## config.mk

```make
export PLATFORM = sky130hd
export DESIGN_NAME = not16_gate
export DESIGN_NICKNAME = d
export VERILOG_FILES = /design/src/rtl/hack_pkg.sv /design/src/rtl/not_gate.sv /design/src/rtl/not16_gate.sv
export SDC_FILE = /design/constraint.sdc
export NUM_CORES = 1
export LEC_CHECK = 0
export ABC_AREA = 1
export CAP_MARGIN = 20
export CORE_MARGIN = 2
export CORE_UTILIZATION = 40
export CTS_CLUSTER_DIAMETER = 120
export DETAILED_ROUTE_END_ITERATION = 10
export DONT_BUFFER_PORTS = 1
export HOLD_SLACK_MARGIN = 0.03
export PLACE_DENSITY = 0.66
export SLEW_MARGIN = 20
export SYNTH_ARGS = -nofsm -noshare
export SYNTH_HDL_FRONTEND = slang
export SYNTH_SLANG_ARGS = --single-unit
export TNS_END_PERCENT = 100
```

## constraint.sdc

```tcl
create_clock -name clk -period 0.8 [get_ports clk]
set_input_delay 0.16 -clock clk [delete_from_list [all_inputs] [get_ports clk]]
set_output_delay 0.16 -clock clk [all_outputs]
set_load 0.02 [all_outputs]
```

## src/rtl/hack_pkg.sv

```systemverilog
// ---------------------------------------------------------------------------
// hack_pkg
// Shared definitions for the Hack gate library.
//   WORD_W : width of a Hack machine word (16 bits)
//   word_t : one Hack word, bit 15 is the MSB
// ---------------------------------------------------------------------------
package hack_pkg;

    localparam int WORD_W = 16;

    typedef logic [WORD_W-1:0] word_t;

endpackage : hack_pkg

```

## src/rtl/not_gate.sv

```systemverilog
// ---------------------------------------------------------------------------
// not_gate
// Single-bit Hack primitive inverter.
// Ports:
//   in  : input bit
//   out : complement of in, purely combinational
// ---------------------------------------------------------------------------
module not_gate (
    input  logic in,
    output logic out
);

    assign out = ~in;

endmodule : not_gate

```

## src/rtl/not16_gate.sv

```systemverilog
// ---------------------------------------------------------------------------
// not16_gate
// 16-bit bitwise inverter of the Hack gate library. It offers two outputs:
//   - a zero-latency combinational result
//   - a registered copy of that result for pipelined users
// Ports:
//   in      : data word to invert
//   out     : combinational result, out = ~in (independent of clk and reset)
//   clk     : rising-edge clock, used only by the registered path
//   reset   : synchronous, active-high; clears out_q and out_vld
//   in_vld  : qualifies in for the registered path
//   out_q   : inverted value of the last qualified word
//   out_vld : high for exactly the cycle after an accepted in_vld
// Combinational users may bind only (in, out) positionally and leave the
// clocked ports unconnected.
// ---------------------------------------------------------------------------
module not16_gate
    import hack_pkg::*;
#(
    parameter int WIDTH = WORD_W
) (
    input  logic [WIDTH-1:0] in,
    output logic [WIDTH-1:0] out,
    input  logic             clk,
    input  logic             reset,
    input  logic             in_vld,
    output logic [WIDTH-1:0] out_q,
    output logic             out_vld
);

    // Build the word inverter from one Hack primitive per bit. Bit i only
    // ever feeds bit i, so no reordering can occur.
    for (genvar i = 0; i < WIDTH; i++) begin : g_bit
        not_gate u_not (
            .in  (in[i]),
            .out (out[i])
        );
    end

    // Registered stage fed from the combinational result. Reset takes
    // priority, so a word presented during reset is dropped. Without
    // in_vld the stored word is kept but the valid flag falls.
    always_ff @(posedge clk) begin
        if (reset) begin
            out_q   <= '0;
            out_vld <= 1'b0;
        end else begin
            out_vld <= in_vld;
            if (in_vld) begin
                out_q <= out;
            end
        end
    end

endmodule : not16_gate

```

==> results.cfg <==
[synth]
synth_area_um2 = 865.8
synth_fp_nets = 140
netlist_instances = 121
yosysUniqueCellTypes = 11
yosysSeqAreaShare = 0.3931
yosysWarningCount = 0
syn_area_per_cell_um2 = 7.156
synth-seq-cells = 17

[drt]
firstDrtPassIters = 4
drc = 0
dr_total_vias = 635
drtIter0Drc = 11
routed_wl_mm = 1.488
wl_per_cell_um = 10.05
routed_via_density = 4.291
ant_nets = 0

[timing]
finalMaxSlewViolations = 0
fmax_ghz = 1.200
fin_crit_sh = 1.042
setup_viol = 17
clock_skew_ns = 0
worstMarginPinSlew_ns = 0.2688
worst_hold_slack_ns = 0.01553
setup_slack_ns = -0.03332
rsz0062_at_grt = true
hold_violations = 0
fin_tns_setup_ns = -0.5305
relSlewSlack = 0.8205
fin_crit_ns = 0.8333

[hold_path]
hold_depth = 2
min_from = in_vld
worstHoldPathType = in2reg
whs_endpoint = out_q[3]

[pwr]
p_leak_uw = 0.0004717
p_per_area_mw_per_mm2 = 1732
ir_drop_uv = 1020

[clock_network]
clkLatencyLatePin_ns = 0.28
cts_num_sinks = 17
cts_tree = built
cts_max_path_buffers = 2
clkTransAtPathRegs_ns = 0.09
postCtsSetupBuffers = 0
root_buffer = clkbuf_4
cts_made_buffers = 3
h-tree-depth = 1

[outcome]
status = finished with violations
violations = negative setup slack

[critical_path]
timing.rr.start = out_q[14]
critPathCaptureType = output port
cp_max_fo = 2
reg2regPathDepth = 2
critPathLaunchType = flop
arrival_ns = 0.67
path_class = reg2out
cp_data_required_time_ns = 0.64
r2r_slack_ns = 0.12
rr_endpoint = out_q[14]

[place]
gp_congestion = 0.6161
dp_hpwl_um = 933.6
post-place-ws_ns = 0.1059
io_buffer_count = 0

[layout]
register_area_um2 = 404.1
final.fill_count = 197
multi_input_area_um2 = 269.0
nets = 141
diodes = 0
drive_gt1_frac = 0.2727
synthToLayoutAreaGrowth_pct = 12.72

[floorplan]
rows = 16
core_mm2 = 0.002002
start_util = 0.4325
die_y_um = 50.53
ios = 52
dieWidth_um = 50.53
die-area_mm2 = 0.002553

[flow_run]
maxCapViolCount = 0

[grt]
grt_pass1_vias = 648
gr-total-overflow = 0
track_usage = 0.1314
grt_pass1_wl_mm = 2.539
grt_start_max_net_pins = 34
antenna_found_initial = 0
==> worst max-delay path by stage <==
stage | end | slack (ns) | from | cells past startpoint
3_5_place_dp | out_q[14] | 0.11 | out_q[14] | 2
3_3_place_gp | out_q[14] | 0.12 | out_q[14] | 2
6_report | out_q[11] | -0.03 | out_q[11] | 0
4_1_cts | out_q[1] | -0.06 | out_q[1] | 0
2_1_floorplan | out_q[2] | 0.13 | in_vld | 4
5_1_grt | out_q[7] | -0.09 | out_q[7] | 0
==> cell type report <==
cell class / instances / share of cell area
sequential: 17 / 0.4141
clock inverter: 1 / 0.005128
clock buffer: 3 / 0.02308
timing repair buffer: 17 / 0.1744
multi-input combinational: 64 / 0.2756
inverter: 19 / 0.07308
tap: 27 / 0.03462
==> flip-flops by register name (all words and copies together) (netlist names) <==
name	cells
out_q	16
out_vld	1
==> cells in the mapped netlist <==
cell type  instances  share of area
nor2_1            30           0.13
nand2_1           22          0.095
inv_1             18          0.078
dfxtp_1           17           0.39
buf_4             16           0.14
nand2_2            9          0.065
buf_6              4          0.052
nor2_2             2          0.014
buf_12             1          0.023
inv_2              1         0.0043
o21ai_0            1         0.0058
==> metal layers <==
metal,global-route usage,vias to the layer above,wire length (um)
li1,-,326,-
met1,0.1310,275,590
met2,0.2456,34,779
met3,0.06250,0,117
met4,0.02703,0,0
met5,0,-,0
==> through the flow <==
stage | power, uW | util | std cells | area, um2
3_3_place_gp | 1214 | 0.3569 | 127 | 714.4
2_1_floorplan | 1305 | - | 121 | 865.8
3_5_place_dp | 1220 | 0.3569 | 127 | 714.4
6_report | 1690 | 0.4875 | 148 | 975.9
5_1_grt | 1821 | 0.4875 | 148 | 975.9
4_1_cts | 1732 | 0.4825 | 147 | 965.9
==> what timing repair did <==
| action | in CTS | in global routing |
|---|---|---|
| endpoints found under the setup margin | 17 | 17 |
| gates resized for setup | 34 | 0 |
| endpoints found under the hold margin | 17 | 12 |
| hold buffers | 16 | 1 |
==> logic make-up (layout without fill, tap and decap cells) <==
group / Yosys count / after routing / synth area share
DFF: 17 / 17 / 0.3931
buffers and inverters: 40 / 40 / 0.2962
AOI/OAI and AO/OA: 1 / 1 / 0.005775
and+or+nand+nor: 63 / 63 / 0.3049
==> power breakdown <==
| group | internal (uW) | switching [uW] | total, uW |
|---|---|---|---|
| Sequential | 892 | 107 | 1000 |
| Combinational | 112 | 139 | 252 |
| Clock | 185 | 254 | 439 |
==> cells in the final DEF (no fill, tap or decap) <==
| cell | n |
|---|---|
| inv_1 | 18 |
| clkbuf_4 | 3 |
| nand2_1 | 22 |
| dfxtp_4 | 17 |
| clkinv_2 | 1 |
| o21ai_0 | 1 |
| nor2_2 | 2 |
| inv_2 | 1 |
| dlygate4sd3_1 | 17 |
| nand2_2 | 9 |
| nor2_1 | 30 |
Power figures use the tool's default switching activity.
